===== src/rtl/pia_pkg.sv =====
// pia_pkg: shared definitions for the pia8255_hs PIA.
//   - control-word bit positions
//   - group mode enum (MODE0 / MODE1)
//   - register addresses on I_A
//   - port C bit indices used by the mode-1 handshake
//   - helpers that decode group modes and form port read data
package pia_pkg;

  typedef enum logic {
    MODE0 = 1'b0,
    MODE1 = 1'b1
  } pia_mode_e;

  // Control word fields (mode-set form, D7=1)
  localparam int CW_MODE_SET  = 7;
  localparam int CW_A_MODE_HI = 6;
  localparam int CW_A_MODE_LO = 5;
  localparam int CW_PA_IN     = 4;
  localparam int CW_PCH_IN    = 3;
  localparam int CW_B_MODE    = 2;
  localparam int CW_PB_IN     = 1;
  localparam int CW_PCL_IN    = 0;

  localparam logic [1:0] REG_PA   = 2'd0;
  localparam logic [1:0] REG_PB   = 2'd1;
  localparam logic [1:0] REG_PC   = 2'd2;
  localparam logic [1:0] REG_CTRL = 2'd3;

  // Port C handshake bit positions
  localparam logic [2:0] PC_INTR_B = 3'd0;
  localparam logic [2:0] PC_IBF_B  = 3'd1;
  localparam logic [2:0] PC_STB_B  = 3'd2;
  localparam logic [2:0] PC_INTR_A = 3'd3;
  localparam logic [2:0] PC_STB_A  = 3'd4;
  localparam logic [2:0] PC_IBF_A  = 3'd5;
  localparam logic [2:0] PC_ACK_A  = 3'd6;
  localparam logic [2:0] PC_OBF_A  = 3'd7;

  // Group A mode field 1x is treated as mode 0
  function automatic pia_mode_e group_a_mode(input logic [7:0] cw);
    return (cw[CW_A_MODE_HI:CW_A_MODE_LO] == 2'b01) ? MODE1 : MODE0;
  endfunction

  function automatic pia_mode_e group_b_mode(input logic [7:0] cw);
    return cw[CW_B_MODE] ? MODE1 : MODE0;
  endfunction

  // PA/PB read data: strobed in-latch, live pins, or the output latch
  function automatic logic [7:0] port_read(input logic       mode1,
                                           input logic       dir_in,
                                           input logic [7:0] in_latch,
                                           input logic [7:0] pins,
                                           input logic [7:0] out_latch);
    if (dir_in)
      return mode1 ? in_latch : pins;
    return out_latch;
  endfunction

endpackage


===== src/rtl/pia_hs_group.sv =====
// pia_hs_group: one handshake group (A or B) of pia8255_hs.
// Holds the port output latch, the strobed input latch and the mode-1
// IBF / OBF_n / INTR / INTE flags together with STB_n/ACK_n edge detection.
// Ports:
//   I_CLK, I_RESET   clock, asynchronous active-high reset
//   mode1, dir_in    group in mode 1; port direction (1 = input)
//   hs_n             STB_n (input mode) or ACK_n (output mode) pin level
//   pin_d, wdata     port pins and CPU write data
//   mode_set         control-word mode set this cycle
//   port_wr          write to this group's data port
//   port_rd_rise     read of this port begins
//   port_rd_fall     read of this port has ended
//   inte_wr/inte_val bit set/reset aimed at this group's INTE
//   out_q, in_q      output latch, input latch
//   ibf, obf_n, intr, inte  handshake status
module pia_hs_group (
  input  logic       I_CLK,
  input  logic       I_RESET,
  input  logic       mode1,
  input  logic       dir_in,
  input  logic       hs_n,
  input  logic [7:0] pin_d,
  input  logic [7:0] wdata,
  input  logic       mode_set,
  input  logic       port_wr,
  input  logic       port_rd_rise,
  input  logic       port_rd_fall,
  input  logic       inte_wr,
  input  logic       inte_val,
  output logic [7:0] out_q,
  output logic [7:0] in_q,
  output logic       ibf,
  output logic       obf_n,
  output logic       intr,
  output logic       inte
);

  logic hs_p1;
  logic hs_in, hs_out, hs_low, hs_rise, stb_take;

  assign hs_in   = mode1 & dir_in;
  assign hs_out  = mode1 & ~dir_in;
  assign hs_low  = ~hs_n;
  assign hs_rise = hs_n & ~hs_p1;
  // A strobe only captures into an empty latch; a read ending in the same
  // cycle frees the latch, and the pin-side set wins.
  assign stb_take = hs_in & hs_low & (~ibf | port_rd_fall);

  always_ff @(posedge I_CLK or posedge I_RESET) begin
    if (I_RESET) begin
      hs_p1 <= 1'b1;
      out_q <= '0;
      in_q  <= '0;
      ibf   <= 1'b0;
      obf_n <= 1'b1;
      intr  <= 1'b0;
      inte  <= 1'b0;
    end else begin
      hs_p1 <= hs_n;
      if (mode_set) begin
        out_q <= '0;
        in_q  <= '0;
        ibf   <= 1'b0;
        obf_n <= 1'b1;
        intr  <= 1'b0;
        inte  <= 1'b0;
      end else begin
        if (port_wr)  out_q <= wdata;
        if (inte_wr)  inte  <= inte_val;
        if (stb_take) in_q  <= pin_d;

        if (stb_take)
          ibf <= 1'b1;
        else if (hs_in && port_rd_fall)
          ibf <= 1'b0;

        if (hs_out && hs_low)
          obf_n <= 1'b1;
        else if (hs_out && port_wr)
          obf_n <= 1'b0;

        if (mode1 && hs_rise && inte)
          intr <= 1'b1;
        else if ((hs_in && port_rd_rise) || (hs_out && port_wr))
          intr <= 1'b0;
      end
    end
  end

endmodule


===== src/rtl/pia8255_hs.sv =====
// pia8255_hs: clocked 8255-compatible PIA with mode 0 and mode-1 strobed
// handshake on groups A (PA + PC[7:3]) and B (PB + PC[2:0]).
// Ports:
//   I_CLK, I_RESET          clock, asynchronous active-high reset
//   I_A, I_CS, I_RD, I_WR   register select and qualified bus strobes
//   I_D / O_D               write data / combinational read data
//   I_PA, I_PB, I_PC        port pin inputs
//   O_PA, O_PB, O_PC        port outputs (PC carries mode-1 handshake bits)
//   O_PA_OE..O_PC_OE        per-bit output enables, 1 = driven
// Configuration macro PIA_SYNC_EN: when defined, the STB_n/ACK_n pins pass
// through SYNC_STAGES flops before edge detection.
module pia8255_hs #(
  parameter logic [7:0] RESET_CTRL  = 8'h9B,
  parameter int         SYNC_STAGES = 2
) (
  input  logic       I_CLK,
  input  logic       I_RESET,
  input  logic [1:0] I_A,
  input  logic       I_CS,
  input  logic       I_RD,
  input  logic       I_WR,
  input  logic [7:0] I_D,
  output logic [7:0] O_D,
  input  logic [7:0] I_PA,
  input  logic [7:0] I_PB,
  input  logic [7:0] I_PC,
  output logic [7:0] O_PA,
  output logic [7:0] O_PB,
  output logic [7:0] O_PC,
  output logic [7:0] O_PA_OE,
  output logic [7:0] O_PB_OE,
  output logic [7:0] O_PC_OE
);
  import pia_pkg::*;

`ifdef PIA_SYNC_EN
  localparam bit SYNC_ON = 1'b1;
`else
  localparam bit SYNC_ON = 1'b0;
`endif
  localparam int SYNC_D = SYNC_ON ? SYNC_STAGES : 0;

  logic [7:0] ctrl, pc_q;
  logic       wr_p1, rd_p1;
  logic [1:0] rd_addr_p1;

  logic cs_wr, cs_rd, wr_rise, rd_rise, rd_fall;
  assign cs_wr   = I_CS & I_WR;
  assign cs_rd   = I_CS & I_RD;
  assign wr_rise = cs_wr & ~wr_p1;
  assign rd_rise = cs_rd & ~rd_p1;
  assign rd_fall = ~cs_rd & rd_p1;

  pia_mode_e mode_a, mode_b;
  logic      a_m1, b_m1, a_in, b_in, pch_in, pcl_in;
  assign mode_a = group_a_mode(ctrl);
  assign mode_b = group_b_mode(ctrl);
  assign a_m1   = (mode_a == MODE1);
  assign b_m1   = (mode_b == MODE1);
  assign a_in   = ctrl[CW_PA_IN];
  assign b_in   = ctrl[CW_PB_IN];
  assign pch_in = ctrl[CW_PCH_IN];
  assign pcl_in = ctrl[CW_PCL_IN];

  logic       ctrl_wr, mode_set, bsr, inte_a_sel, inte_b_sel;
  logic [2:0] bsr_bit;
  assign ctrl_wr  = wr_rise & (I_A == REG_CTRL);
  assign mode_set = ctrl_wr & I_D[CW_MODE_SET];
  assign bsr      = ctrl_wr & ~I_D[CW_MODE_SET];
  assign bsr_bit  = I_D[3:1];
  // In mode 1 the STB/ACK bit position addresses INTE instead of the latch
  assign inte_a_sel = bsr & a_m1 & (bsr_bit == (a_in ? PC_STB_A : PC_ACK_A));
  assign inte_b_sel = bsr & b_m1 & (bsr_bit == PC_STB_B);

  // Bus edge tracking, control word and port C latch
  always_ff @(posedge I_CLK or posedge I_RESET) begin
    if (I_RESET) begin
      wr_p1      <= 1'b0;
      rd_p1      <= 1'b0;
      rd_addr_p1 <= REG_PA;
      ctrl       <= RESET_CTRL;
      pc_q       <= '0;
    end else begin
      wr_p1 <= cs_wr;
      rd_p1 <= cs_rd;
      if (rd_rise) rd_addr_p1 <= I_A;
      if (mode_set) begin
        ctrl <= I_D;
        pc_q <= '0;
      end else if (wr_rise && (I_A == REG_PC)) begin
        pc_q <= I_D;
      end else if (bsr && !inte_a_sel && !inte_b_sel) begin
        pc_q[bsr_bit] <= I_D[0];
      end
    end
  end

  // Handshake pin conditioning: {PC6, PC4, PC2}
  logic [2:0] hs_raw, hs_pin;
  assign hs_raw = {I_PC[PC_ACK_A], I_PC[PC_STB_A], I_PC[PC_STB_B]};

  generate
    if (SYNC_D > 0) begin : g_sync
      logic [2:0] sync_q [SYNC_D];
      always_ff @(posedge I_CLK or posedge I_RESET) begin
        if (I_RESET) begin
          for (int i = 0; i < SYNC_D; i++) sync_q[i] <= 3'b111;
        end else begin
          sync_q[0] <= hs_raw;
          for (int i = 1; i < SYNC_D; i++) sync_q[i] <= sync_q[i-1];
        end
      end
      assign hs_pin = sync_q[SYNC_D-1];
    end else begin : g_nosync
      assign hs_pin = hs_raw;
    end
  endgenerate

  logic [7:0] out_a, in_a, out_b, in_b;
  logic       ibf_a, obf_n_a, intr_a, inte_a;
  logic       ibf_b, obf_n_b, intr_b, inte_b;

  pia_hs_group u_grp_a (
    .I_CLK        (I_CLK),
    .I_RESET      (I_RESET),
    .mode1        (a_m1),
    .dir_in       (a_in),
    .hs_n         (a_in ? hs_pin[1] : hs_pin[2]),
    .pin_d        (I_PA),
    .wdata        (I_D),
    .mode_set     (mode_set),
    .port_wr      (wr_rise & (I_A == REG_PA)),
    .port_rd_rise (rd_rise & (I_A == REG_PA)),
    .port_rd_fall (rd_fall & (rd_addr_p1 == REG_PA)),
    .inte_wr      (inte_a_sel),
    .inte_val     (I_D[0]),
    .out_q        (out_a),
    .in_q         (in_a),
    .ibf          (ibf_a),
    .obf_n        (obf_n_a),
    .intr         (intr_a),
    .inte         (inte_a)
  );

  pia_hs_group u_grp_b (
    .I_CLK        (I_CLK),
    .I_RESET      (I_RESET),
    .mode1        (b_m1),
    .dir_in       (b_in),
    .hs_n         (hs_pin[0]),
    .pin_d        (I_PB),
    .wdata        (I_D),
    .mode_set     (mode_set),
    .port_wr      (wr_rise & (I_A == REG_PB)),
    .port_rd_rise (rd_rise & (I_A == REG_PB)),
    .port_rd_fall (rd_fall & (rd_addr_p1 == REG_PB)),
    .inte_wr      (inte_b_sel),
    .inte_val     (I_D[0]),
    .out_q        (out_b),
    .in_q         (in_b),
    .ibf          (ibf_b),
    .obf_n        (obf_n_b),
    .intr         (intr_b),
    .inte         (inte_b)
  );

  assign O_PA    = out_a;
  assign O_PB    = out_b;
  assign O_PA_OE = {8{~a_in}};
  assign O_PB_OE = {8{~b_in}};

  // Port C: mode-1 bits override latch/pins; the STB/ACK positions read back INTE
  logic [7:0] pc_out, pc_oe, pc_rd;
  always_comb begin
    pc_out = pc_q;
    pc_oe  = {{4{~pch_in}}, {4{~pcl_in}}};
    pc_rd  = {pch_in ? I_PC[7:4] : pc_q[7:4], pcl_in ? I_PC[3:0] : pc_q[3:0]};
    if (a_m1) begin
      pc_out[PC_INTR_A] = intr_a;
      pc_oe[PC_INTR_A]  = 1'b1;
      pc_rd[PC_INTR_A]  = intr_a;
      if (a_in) begin
        pc_out[PC_IBF_A] = ibf_a;
        pc_oe[PC_IBF_A]  = 1'b1;
        pc_oe[PC_STB_A]  = 1'b0;
        pc_rd[PC_IBF_A]  = ibf_a;
        pc_rd[PC_STB_A]  = inte_a;
      end else begin
        pc_out[PC_OBF_A] = obf_n_a;
        pc_oe[PC_OBF_A]  = 1'b1;
        pc_oe[PC_ACK_A]  = 1'b0;
        pc_rd[PC_OBF_A]  = obf_n_a;
        pc_rd[PC_ACK_A]  = inte_a;
      end
    end
    if (b_m1) begin
      pc_out[PC_INTR_B] = intr_b;
      pc_out[PC_IBF_B]  = b_in ? ibf_b : obf_n_b;
      pc_oe[PC_INTR_B]  = 1'b1;
      pc_oe[PC_IBF_B]   = 1'b1;
      pc_oe[PC_STB_B]   = 1'b0;
      pc_rd[PC_INTR_B]  = intr_b;
      pc_rd[PC_IBF_B]   = b_in ? ibf_b : obf_n_b;
      pc_rd[PC_STB_B]   = inte_b;
    end
  end

  assign O_PC    = pc_out;
  assign O_PC_OE = pc_oe;

  always_comb begin
    unique case (I_A)
      REG_PA:  O_D = port_read(a_m1, a_in, in_a, I_PA, out_a);
      REG_PB:  O_D = port_read(b_m1, b_in, in_b, I_PB, out_b);
      REG_PC:  O_D = pc_rd;
      default: O_D = {1'b1, ctrl[6:0]};
    endcase
  end

endmodule

===== config.mk =====
export PLATFORM = sky130hd
export DESIGN_NAME = pia8255_hs
export DESIGN_NICKNAME = d
export VERILOG_FILES = /design/src/rtl/pia_pkg.sv /design/src/rtl/pia_hs_group.sv /design/src/rtl/pia8255_hs.sv
export SDC_FILE = /design/constraint.sdc
export NUM_CORES = 1
export LEC_CHECK = 0
export CAP_MARGIN = 20
export CORE_MARGIN = 4
export CORE_UTILIZATION = 40
export DETAILED_ROUTE_END_ITERATION = 12
export PLACE_DENSITY = 0.71
export SYNTH_ARGS = -nofsm -noshare
export SYNTH_HDL_FRONTEND = slang
export SYNTH_SLANG_ARGS = --single-unit

===== constraint.sdc =====
create_clock -name I_CLK -period 2.7 [get_ports I_CLK]
set_input_delay 0.405 -clock I_CLK [delete_from_list [all_inputs] [get_ports I_CLK]]
set_output_delay 0.405 -clock I_CLK [all_outputs]
set_load 0.02 [all_outputs]

==> results of run 1 <==
[cell usage in the layout (no fill, tap or decap), drive strengths merged, types with 3 or more instances in the layout]
cell	netlist	routed
a21oi	31	31
a22o	16	16
a311oi	3	3
a31oi	7	7
and3b	3	3
buf	40	36
clkbuf	7	13
clkdlybuf4s50	0	85
dfrtp	53	53
dfstp	8	8
dlygate4sd2	0	4
inv	12	12
mux2	10	10
mux2i	18	18
mux4	5	5
nand2	89	89
nand2b	5	5
nand3	10	10
nor2	26	26
nor2b	4	4
nor3	4	4
nor3b	3	3
o21a	4	4
o21ai	23	23
o31ai	6	6
o41ai	4	4
[repair_timing]
action | 4_1_cts | 5_1_grt
endpoints found under the setup margin | 8 | 4
gates resized for setup | 18 | 6
hold buffers | 0 | 0
buffers inserted | 6 | 0
pin swaps | 0 | 1
[state kept, by name, indices dropped and copies added (netlist names)]
name / flops
u_grp_b.obf_n: 1
rd_p1: 1
u_grp_b.ibf: 1
u_grp_b.hs_p1: 1
u_grp_a.hs_p1: 1
u_grp_b.in_q: 8
rd_addr_p1: 2
u_grp_a.obf_n: 1
u_grp_b.intr: 1
u_grp_a.inte: 1
u_grp_a.in_q: 8
u_grp_a.intr: 1
ctrl: 7
pc_q: 8
u_grp_a.out_q: 8
u_grp_b.out_q: 8
wr_p1: 1
u_grp_b.inte: 1
u_grp_a.ibf: 1
[kinds of logic (layout without fill, tap and decap cells)]
| kind of cell | after synthesis | in the layout | synth area share [%] |
|---|---|---|---|
| AOI/OAI and AO/OA | 111 | 111 | 19.99 |
| xor gates and xnor gates | 1 | 1 | 0.2279 |
| buffers and inverters | 59 | 157 | 8.822 |
| DFF | 61 | 61 | 39.97 |
| muxes | 33 | 33 | 10.55 |
| and+or+nand+nor | 157 | 157 | 20.44 |
[metal layers]
metal  vias to the layer above  wire [um]  global-route usage, %
met5                         -          0                      0
met4                         0        280                  7.586
met3                        25        866                  4.068
met2                       167       6000                  37.02
met1                      1776       5440                  31.12
li1                       1673          -                      -
[cell type report]
cell class | count | share of cell area (%)
Timing Repair Buffer | 129 | 23.78
Multi-Input combinational cell | 302 | 38.11
Sequential cell | 61 | 29.79
Clock buffer | 12 | 2.993
Inverter | 12 | 0.8689
Clock inverter | 4 | 1.352
Tap cell | 129 | 3.114
[worst max-delay path, stage by stage, from the launching register on]
cell	delay (ns)
dfstp_2	0.57
buf_4	0.19
mux2i_1	0.20
o21ai_0	0.13
mux4_2	0.49
clkdlybuf4s15_1	0.30
[path summary, 6_finish.rpt]
check	start	end
max	ctrl[0]	O_D[0]
max reg2reg	ctrl[4]	u_grp_a.in_q[5]
max in group asynchronous	I_RESET	u_grp_a.hs_p1
min in group I_CLK	u_grp_b.in_q[0]	u_grp_b.in_q[0]
min reg2reg	u_grp_b.in_q[0]	u_grp_b.in_q[0]
min	I_RESET	u_grp_b.out_q[5]
[power by group through the flow]
stage | sequential [mW] | clock, mW | combinational, mW
2_1_floorplan | 1.36 | 0 | 1.10
3_3_place_gp | 1.41 | 0 | 1.70
3_5_place_dp | 1.42 | 0 | 1.73
4_1_cts | 1.39 | 0.940 | 1.78
5_1_grt | 1.42 | 0.979 | 1.91
6_report | 1.40 | 0.932 | 1.78
[stage by stage]
step	setup TNS, ns	power, mW
floorplan	0	2.458
global placement	-0.8051	3.106
detailed placement	-1.032	3.146
CTS	0	4.106
global route	0	4.311
finish	0	4.105
==> results.cfg, run 1 <==
[global_route]
grt_max_degree = 27
antenna_found_initial = 0
grt_util_all_layers_pct = 22.89
grt_pass1_vias = 3614
gr-total-overflow = 0
grt_pass1_wl_mm = 20.00

[status]
outcome = complete, no violations

[worst_setup_path]
crit_path_start_kind = flip-flop
endpoint_kind = output pin
crit_arrival_ns = 2.24
critPathMaxFanout = 6
crit_type = reg2out
cp_data_required_time_ns = 2.30
reg2reg_depth = 4
reg2reg_slack_ns = 0.89

[timing]
skew_ns = 0.007098
drv_slew = 0
setup_violations = 0
max_freq_mhz = 378.3
rsz0062_at_grt = no
max_slew.worst_pin.slew_ns = 0.5841
hold_viol_final = 0
fin_crit_ns = 2.643
period_share_pct = 97.90
whs_ns = 0.4033
worst_slack_ns = 0.05682
relSlewSlack_pct = 60.94

[pwr]
pwr-share-seq_pct = 34.0
switching_share_pct = 36.33
peakVddDrop_v = 0.0003805
combPwrFrac_pct = 43.3
switchingPower_mw = 1.491
clockPowerShare_pct = 22.7
power_density_nw_per_um2 = 792.0
p_int_mw = 2.614
leakage_nw = 2.235

[cts]
htreeDepth = 3
cts_buffers = 9
clock_latency_ns = 0.35
cts_tree = done
cts_sinks = 61
cts_root_buf = clkbuf_8
clk_pin_slew_worst_paths_ns = 0.07
clock_path_buffers = 2

[die]
die-height_um = 106.0
die_area_um2 = 11240
start_util_pct = 41.40
pin_count = 95
rows = 35
core_um2 = 9284
fp.dieW_um = 106.0

[detailed_routing]
drt_iter0_drc = 258
viasPerCell = 5.610
vias = 3641
wl_per_cell_um = 19.39
drc = 0
totalWireLength_mm = 12.59
first_pass_iters = 8
postRouteAntennaNets = 0

[yosys]
avgSynthCellArea_um2 = 9.108
synth-edff-count = 0
yosys.cell_count.top_type = nand2_1
async_flop_share_pct = 100.0
ys_seq_elements = 61
mappedNetlistNets = 461
yosysSeqAreaShare_pct = 39.97
synthCells = 422
netlist_top_cells_count = 88 x nand2_1, 53 x dfrtp_1, 30 x a21oi_1, 25 x nor2_1, 22 x buf_4
synth_area_um2 = 3844
ys.flop_type = dfrtp_1
synth_cell_types = 66
yosysTopAreaCell = dfrtp_1
synthTopCellsByArea = dfrtp_1 35%, nand2_1 8.6%, dfstp_2 5.5%, mux2i_1 4.7%, buf_4 4.3%
yosys_warnings = 0
synth_top_cell_area_share_pct = 34.51

[place]
dpl_cell_area_um2 = 4882
preCtsSetupSlack_ns = -0.2409
gp_congestion = 0.9219
portBuffers = 94
dp.cells = 627
hpwl_mm = 9.382

[finish]
areaGrowthSynthToFinish_pct = 34.86
fill_cells = 831
stdcell_area_um2 = 5184
fin_util_pct = 55.84
n_antenna_cell = 0
nets = 554
multi_input_area_um2 = 1976
seq_area_um2 = 1544
drive_above_1_share_pct = 18.85
stdcell_count = 649

[job]
drv_cap = 0

[min_path]
hp-class = in2async
Note: power is estimated with default switching activity, not from simulation.
==> inputs of run 2 (changes only) <==
- CORE_MARGIN: 4 -> 1.5
==> results.cfg, run 2 (synthesized netlist as in run 1, its figures left out) <==
[worst_setup_path]
r2r-end = u_grp_b.in_q[7]
crit_arrival_ns = 2.19
reg2reg_from = ctrl[1]
reg2reg_depth = 5
cp_data_required_time_ns = 2.30
crit_path_start_kind = flip-flop
crit_type = reg2out
reg2reg_slack_ns = 0.89
critPathMaxFanout = 12
endpoint_kind = output pin

[timing]
max_freq_mhz = 385.5
relSlewSlack_pct = 58.91
whs_ns = 0.4281
period_share_pct = 96.08
fin_crit_ns = 2.594
max_slew.worst_pin.slew_ns = 0.6144
rsz0062_at_grt = no
skew_ns = 0.007982
setup_violations = 0
setup-tns-final_ns = 0
drv_slew = 0
hold_viol_final = 0

[job]
drv_cap = 0

[cts]
cts_sinks = 61
cts_tree = done
clock_path_buffers = 2
clk_pin_slew_worst_paths_ns = 0.07
cts_buffers = 9
clock_latency_ns = 0.34
cts_root_buf = clkbuf_8
htreeDepth = 3

[detailed_routing]
first_pass_iters = 5
totalWireLength_mm = 11.76
postRouteAntennaNets = 0
wl_per_cell_um = 18.12
drc = 0
drt_iter0_drc = 397
viasPerCell = 5.538
vias = 3594

[place]
hpwl_mm = 8.691
gp_congestion = 0.8466
portBuffers = 94

[global_route]
grt_util_all_layers_pct = 24.12
grt_max_degree = 62
grt_pass1_wl_mm = 18.63
gr-total-overflow = 0
grt_pass1_vias = 3448
antenna_found_initial = 0

[finish]
layout_commonest_cell = nand2_1
n_antenna_cell = 0
multi_input_area_um2 = 1979
layout_common_cells = 88 x nand2_1, 84 x clkdlybuf4s50_1, 52 x dfrtp_1
fill_cells = 889
seq_area_um2 = 1538
nets = 554
drive_above_1_share_pct = 18.46
areaGrowthSynthToFinish_pct = 33.50

[die]
fp.dieW_um = 101.0
core_um2 = 9284
start_util_pct = 41.40
die_area_um2 = 10210
pin_count = 95
die-height_um = 101.0
rows = 35

[pwr]
leakage_nw = 2.231
power.total_mw = 3.945
power_density_nw_per_um2 = 768.9
peakVddDrop_v = 0.0003894

[min_path]
hp-class = in2async

[status]
outcome = complete, no violations
[run 2: metal layers]
metal  wire (um)  track usage, %  vias up  part of all wire (%)
met3         798           5.062       22                   6.8
met2        5297           36.59      163                    45
met1        5406           34.42     1735                    46
met5           0               0        -                     0
met4         261           7.906        0                   2.2
li1            -               -     1674                     -
[run 2: critical path: stages (launching register included)]
cell and delay (ns):
dfrtp_1 0.47, and2b_4 0.39, nand2_1 0.09, a311o_1 0.34, a22oi_1 0.19, dlygate4sd2_1 0.37
[run 2: power breakdown]
part | internal (mW) | switching [mW]
combinational | 0.863 | 0.908
clock | 0.424 | 0.373
sequential | 1.17 | 0.207
[run 2: area by class of cell]
class,instances,area share (%)
Clock buffer,10,2.487
Clock inverter,6,1.244
Timing Repair Buffer,129,23.70
Tap cell,129,3.146
Multi-Input combinational cell,302,38.58
Inverter,12,0.8778
Sequential cell,61,29.97
[run 2: how the worst max path moves through the flow]
stage / startpoint / slack [ns] / end
after floorplan: ctrl[3] / 0.59 / O_D[7]
after global placement: I_A[1] / -0.10 / O_D[2]
after detailed placement: I_A[1] / -0.18 / O_D[1]
after CTS: ctrl[4] / 0.03 / O_D[1]
after global routing: ctrl[6] / 0.03 / O_D[2]
final: ctrl[6] / 0.11 / O_D[2]
[run 2: per-stage QoR]
stage	area [um^2]	setup slack, ns	utilization, %	cells
final	5131	0.1058	55.27	649
after global routing	5131	0.03460	55.27	649
after CTS	5125	0.02837	55.20	648
after detailed placement	4852	-0.1765	52.26	623
after global placement	4852	-0.1020	52.26	623
after floorplan	3844	0.5856	-	422
[run 2: repair_timing]
action	4_1_cts	5_1_grt
gates resized for setup	10	8
setup buffers	9	1
pin swaps	0	1
hold buffers	0	0
setup endpoints to repair	8	4
